$ cat src/rtl/imm_decode_stage.sv
// Immediate generation stage: decodes RISC-V immediates by format and
// queues them with a sideband tag behind a small valid/ready FIFO.
package isa_shared;
    localparam logic [2:0] IMM_3120 = 3'd0;
    localparam logic [2:0] IMM_S    = 3'd1;
    localparam logic [2:0] IMM_B    = 3'd2;
    localparam logic [2:0] IMM_U    = 3'd3;
    localparam logic [2:0] IMM_J    = 3'd4;
    localparam logic [2:0] IMM_CSR  = 3'd5;
endpackage

module imm_decode_stage
    import isa_shared::*;
#(
    parameter int DATA_WIDTH = 32,
    parameter int TAG_WIDTH  = 8,
    parameter int DEPTH      = 2
) (
    input  logic                  clk,
    input  logic                  rst_n,
    input  logic                  in_valid,
    output logic                  in_ready,
    input  logic [31:0]           instruction,
    input  logic [2:0]            imm_op,
    input  logic [TAG_WIDTH-1:0]  in_tag,
    output logic                  out_valid,
    input  logic                  out_ready,
    output logic [DATA_WIDTH-1:0] out_imm,
    output logic [TAG_WIDTH-1:0]  out_tag,
    output logic                  out_err
);
    localparam int AW = $clog2(DEPTH);
    localparam int CW = AW + 1;

    if (DATA_WIDTH != 32 && DATA_WIDTH != 64) begin : g_bad_width
        $fatal(1, "imm_decode_stage: DATA_WIDTH must be 32 or 64");
    end
    if (DEPTH < 2 || (DEPTH & (DEPTH - 1)) != 0) begin : g_bad_depth
        $fatal(1, "imm_decode_stage: DEPTH must be a power of two >= 2");
    end

    logic        sgn;
    logic [63:0] imm_wide;
    logic        err_d;

    assign sgn = instruction[31];

    // Built at 64 bits and truncated, so one decoder serves both widths.
    always_comb begin
        imm_wide = '0;
        err_d    = 1'b0;
        unique case (imm_op)
            IMM_3120: imm_wide = {{52{sgn}}, instruction[31:20]};
            IMM_S:    imm_wide = {{52{sgn}}, instruction[31:25],
                                  instruction[11:7]};
            IMM_B:    imm_wide = {{51{sgn}}, instruction[31],
                                  instruction[7], instruction[30:25],
                                  instruction[11:8], 1'b0};
            IMM_U:    imm_wide = {{32{sgn}}, instruction[31:12], 12'b0};
            IMM_J:    imm_wide = {{43{sgn}}, instruction[31],
                                  instruction[19:12], instruction[20],
                                  instruction[30:21], 1'b0};
            IMM_CSR:  imm_wide = {59'b0, instruction[19:15]};
            default:  err_d    = 1'b1;
        endcase
    end

    logic unused_bits;
    assign unused_bits = ^{instruction[6:0], imm_wide};

    logic [DATA_WIDTH-1:0] mem_imm [DEPTH];
    logic [TAG_WIDTH-1:0]  mem_tag [DEPTH];
    logic [DEPTH-1:0]      mem_err;
    logic [AW-1:0]         wr_ptr;
    logic [AW-1:0]         rd_ptr;
    logic [CW-1:0]         count;
    logic                  full;
    logic                  empty;
    logic                  push;
    logic                  pop;

    assign full     = (count == CW'(DEPTH));
    assign empty    = (count == '0);
    assign in_ready = rst_n && !full;
    assign push     = in_valid && in_ready;
    assign pop      = out_valid && out_ready;

    always_ff @(posedge clk or negedge rst_n) begin
        if (!rst_n) begin
            wr_ptr <= '0;
            rd_ptr <= '0;
            count  <= '0;
        end else begin
            if (push) wr_ptr <= wr_ptr + AW'(1);
            if (pop)  rd_ptr <= rd_ptr + AW'(1);
            if (push && !pop)      count <= count + CW'(1);
            else if (pop && !push) count <= count - CW'(1);
        end
    end

    // Storage needs no reset: reads are masked while the FIFO is empty.
    always_ff @(posedge clk) begin
        if (push) begin
            mem_imm[wr_ptr] <= err_d ? '0 : imm_wide[DATA_WIDTH-1:0];
            mem_tag[wr_ptr] <= in_tag;
            mem_err[wr_ptr] <= err_d;
        end
    end

    assign out_valid = !empty;
    assign out_imm   = empty ? '0 : mem_imm[rd_ptr];
    assign out_tag   = empty ? '0 : mem_tag[rd_ptr];
    assign out_err   = empty ? 1'b0 : mem_err[rd_ptr];
endmodule

$ cat config.mk
export PLATFORM = sky130hd
export DESIGN_NAME = imm_decode_stage
export DESIGN_NICKNAME = d
export VERILOG_FILES = /design/src/rtl/imm_decode_stage.sv
export SDC_FILE = /design/constraint.sdc
export NUM_CORES = 1
export LEC_CHECK = 0
export CAP_MARGIN = 40
export CORE_AREA = 10 10 124 81
export CTS_CLUSTER_DIAMETER = 200
export DETAILED_ROUTE_END_ITERATION = 10
export DIE_AREA = 0 0 134 91
export PLACE_DENSITY = 0.79
export SYNTH_ARGS = -nofsm -noshare
export SYNTH_HDL_FRONTEND = slang
export SYNTH_SLANG_ARGS = --single-unit
export TNS_END_PERCENT = 30
$ cat constraint.sdc
create_clock -name clk -period 3.75 [get_ports clk]
set_clock_uncertainty 0.05 [all_clocks]
set_input_delay 1.125 -clock clk [delete_from_list [all_inputs] [get_ports clk]]
set_output_delay 1.125 -clock clk [all_outputs]
set_load 0.05 [all_outputs]
# After elaboration in Yosys (flattened, before gate mapping)
# Memories as Yosys holds them, arrays and structs flattened.
# Index checks and enable logic that the tools add are counted.
dict set report word_totals {
  reg_bits 6
  out_inout_bits 43
  ramBits 80
  mem_count 2
  in_bits 47
  word_cells 48
}
dict set report classes {
  mux 15
  n_addsub 4
  n_eq_ne 6
  n_reduce_logical 14
  n_lt_le_gt_ge 3
}
# memory words width read_ports rd_ports_with_merged_regs wr line_no
set memory_table {}
lappend memory_table {mem_imm 2 32 1 0 1 71} ;# logic [DATA_WIDTH-1:0] mem_imm [DEPTH];
lappend memory_table {mem_tag 2 8 1 0 1 72} ;# logic [TAG_WIDTH-1:0] mem_tag [DEPTH];
# operator count
set ops {}
lappend ops {{$pmux 32 s6} 1}
lappend ops {{$mux 32} 2}
lappend ops {{$mux 8} 1}
lappend ops {{$mux 1} 7}
lappend ops {{$eq 3x2->1 const B} 2}
lappend ops {{$eq 3x3->1 const B} 2}
lappend ops {{$logic_and 1x1->1} 6}
lappend ops {{$reduce_or 6->1} 1}
lappend ops {{$logic_not 1->1} 4}
lappend ops {{$lt 1x2->1 const B} 2}
lappend ops {{$mux 2} 2}
lappend ops {{$eq 3x1->1 const B} 1}
lappend ops {{$logic_not 3->1} 1}
lappend ops {{$add 1x1->1 const B} 2}
lappend ops {{$add 2x1->2 const B} 1}
lappend ops {{$bwmux 2} 1}
lappend ops {{$eq 2x2->1 const B} 1}
lappend ops {{$logic_not 2->1} 1}
lappend ops {{$reduce_bool 2->1} 1}
lappend ops {{$sub 2x1->2 const B} 1}
lappend ops {{$demux 1 s1} 1}
lappend ops {{$ge 1x1->1 const B} 1}

# Logic depth before layout (Yosys ltp)
dict set report depth {
  word_depth 8
  depth_mapped 7
  depth_no_buf 7
}

# Least setup slack after synthesis
# Ideal clock, no wire load.
dict set report synth_timing {
  path_type {input -> register}
  from {in in_valid}
  to {reg mem_err[0], enable pin}
  arrival_time_ns 3.197
  path_slack_ns 0.059
  required_ns 3.256
  path_stages 2
  cell_sequence {and3_1 -> nor2b_1}
}
dict set report synth_between {
  elab_chain_cells 1
}
# item line_no
set synth_rtl {}
lappend synth_rtl {{from (decl)} 21} ;# input logic in_valid,
lappend synth_rtl {{$logic_and 1x1->1} 85} ;# assign push = in_valid && in_ready;
lappend synth_rtl {{to (signal, indexed assignment)} 106} ;# mem_err[wr_ptr] <= err_d;
lappend synth_rtl {{to (decl)} 73} ;# logic [DEPTH-1:0] mem_err;
# Every way passes these cells.
# A chain may end at the register's enable or synchronous reset.

# Worst setup path in the final report
dict set report layout_timing {
  from {reg rd_ptr}
  to {out out_imm[18]}
}
dict set report layout_between {
  elab_chain_cells 2
}
# item line_no
set layout_rtl {}
lappend layout_rtl {{from (decl)} 75} ;# logic [AW-1:0] rd_ptr;
lappend layout_rtl {{from (signal assigned)} 95} ;# if (pop) rd_ptr <= rd_ptr + AW'(1);
lappend layout_rtl {{$mem_v2 2x32} -}
lappend layout_rtl {{$mux 32} 111} ;# assign out_imm = empty ? '0 : mem_imm[rd_ptr];
lappend layout_rtl {{to (decl)} 28} ;# output logic [DATA_WIDTH-1:0] out_imm,
# Every way passes these cells.

==> qor.yml <==
pwr:
  total_power_mw: 4.28
  switching_power_mw: 1.83
  vdd_drop_max_mv: 0.462
  p_comb_share_pct: 49.6
  leakage_nw: 1.91
  internal_power_mw: 2.45
  p_sw_share_pct: 42.7
  power_frac_clock_pct: 19.8
  seqPwrFrac_pct: 30.6
  powerDensity_nw_per_um2: 841
synthesis:
  syn_area_sq_um: 3820
  syn_inst: 288
  synth-seq-cells: 86
  synth_commonest_cells: "82 x edfxtp_1, 44 x nor2_1, 42 x mux2i_1, 24 x nand2_1, 16 x a21oi_1"
  yosysMostFrequentCell: "edfxtp_1"
  synth.top_cell.area_share_pct: 64.4
  syn_nets: 336
  synthArstFlopShare_pct: 4.65
  yosysSeqAreaShare_pct: 67.0
  avgSynthCellArea_sq_um: 13.3
  ys_types: 30
  netlist_top_cells_area: "edfxtp_1 64%, mux2i_1 11%, nor2_1 4.3%"
  synth_ff_type: "edfxtp_1"
  synth_edf_count: 82
  synth_top_area_cell: "edfxtp_1"
  ys_warn_count: 0
worst_setup_path:
  crit_path_end_kind: "output port"
  cp.arrival_ps: 2410
  startpoint: "rd_ptr"
  reg2reg_from: "count[0]"
  cp-endpoint: "out_imm[18]"
  cp-start-kind: "register"
  setup.worst_path.class: "register to output port"
  rr_endpoint: "count[1]"
  worstPathRequired_ps: 2570
  r2r_cells: 8
  ff2ff_setup_slack_ps: 1880
  critPathMaxFanout: 19
clock_network:
  path_clk_slew_ps: 60
  cts_tree: "yes"
  cts_max_level: 3
  cts_buffers: 9
  postCtsHoldBufs: 0
  post_cts_resized: 0
  cts_sinks: 86
  post_cts_buffers: 0
  root_buffer: "clkbuf_16"
  clock_latency_ps: 340
  clockBufferDepth: 2
timing:
  finalCriticalPeriod_ps: 3580
  fin_ws_ps: 168
  period_share_pct: 95.5
  rsz0062_at_grt: "no"
  hold_ws_ps: 484
  worstMarginPinSlew_ps: 653
  hold_viol: 0
  setup_viol: 0
  slew_headroom_pct: 56.4
  slew_violations: 0
  fin_tns_setup_ps: 0
  max_freq_ghz: 0.279
final_layout:
  fill_cells: 591
  final_util_pct: 65.8
  fin_area_sq_um: 5090
  syn2layout_area_growth_pct: 33.0
  multi_input_area_sq_um: 1160
  nets: 419
  n_antenna_cell: 0
  drive_above_1_share_pct: 8.27
  regArea_sq_um: 2560
  layoutNonFillerInstCount: 483
routing:
  wire_per_inst_um: 18.1
  routed_wirelength_mm: 8.75
  drc: 0
  postRouteAntennaNets: 0
  viasPerCell: 5.28
  vias: 2550
  drt-pass1-iter-count: 4
  drtIter0Drc: 191
hold_path:
  hp-start: "wr_ptr"
  hp-class: "register to register"
global_routing:
  gr-usage-all-layers_pct: 14.7
  overflow: 0
  antenna_found_initial: 0
  grt_pass1_vias: 2645
  grt_start_max_net_pins: 43
  grt_pass1_wl_mm: 14.1
place:
  gp_congestion: 0.884
  placed_area_sq_um: 4810
  portBuffers: 82
  placedCellCount: 468
  post-place-ws_ps: 459
  hpwlAfterDp_mm: 6.00
outcome:
  status: "finished clean"
die:
  die_w_um: 134
  num_rows: 25
  dieArea_sq_um: 12200
  core_area_sq_um: 7730
  start_util_pct: 49.5
  dieHeight_um: 91
  io_pins: 90
job:
  cap_violations: 0
per-layer routing:
metal	GRT usage, %	up-vias	wire (um)
li1	-	1212	-
met1	18.5	1220	3850
met2	21.5	107	3850
met3	6.88	11	951
met4	5.42	0	104
met5	0	-	0
kinds of logic after synthesis:
family | share of synthesized area (%)
xor gates and xnor gates | 1.37
adders and majority gates | 0.622
DFF | 67.0
buffers and inverters | 2.94
AOI/OAI and AO/OA | 5.63
and+or+nand+nor | 11.4
muxes | 11.0
registers in the layout (all words and copies together), names as in the netlist:
register	cells
mem_tag	16
rd_ptr	1
wr_ptr	1
count	2
mem_imm	64
mem_err	2
critical path: stages, from the launching register on:
cell and delay, ps:
dfrtp_2 720, buf_4 290, mux2i_1 90, nor2_1 130, clkdlybuf4s50_1 830
power groups by stage:
stage          sequential [mW]  clock (mW)  combinational [mW]
2_1_floorplan             1.27           0                1.46
3_3_place_gp              1.33           0                2.12
3_5_place_dp              1.33           0                2.14
4_1_cts                   1.31       0.861                2.15
5_1_grt                   1.33       0.900                2.24
6_report                  1.31       0.846                2.12
worst min path at each step:
stage / endpoint / slack (ps) / depth (start not counted)
after detailed placement: wr_ptr / 480 / 1
final: wr_ptr / 480 / 1
after global routing: count[1] / 510 / 1
after global placement: wr_ptr / 470 / 1
after floorplan: wr_ptr / 410 / 1
after CTS: wr_ptr / 490 / 1
cell type report:
cell class                      count  share of cell area, %
Multi-Input combinational cell    180                   22.9
Inverter                            1                 0.0738
Tap cell                          108                   2.66
Timing Repair Buffer               93                   18.5
Clock buffer                       10                   4.50
Clock inverter                      5                   1.01
Sequential cell                    86                   50.4
cell usage in the layout, fill, tap and decap left out, types with 2 or more instances in the layout:
master / synthesis / final
and2b_1: 6 / 6
nor2_1: 44 / 43
buf_4: 1 / 9
a21oi_1: 16 / 16
nand2_1: 24 / 24
a211oi_1: 2 / 2
xor2_1: 3 / 3
clkdlybuf4s50_1: 0 / 81
a31oi_1: 4 / 4
clkbuf_16: 0 / 9
and2_1: 4 / 3
xnor2_1: 3 / 3
mux2i_1: 42 / 42
o21ai_0: 2 / 2
dfrtp_1: 4 / 3
o2bb2ai_1: 4 / 4
o22ai_1: 8 / 8
clkinv_2: 0 / 2
edfxtp_1: 82 / 82
buf_12: 0 / 3
nor2b_1: 10 / 9
(Power assumes the default switching activity.)
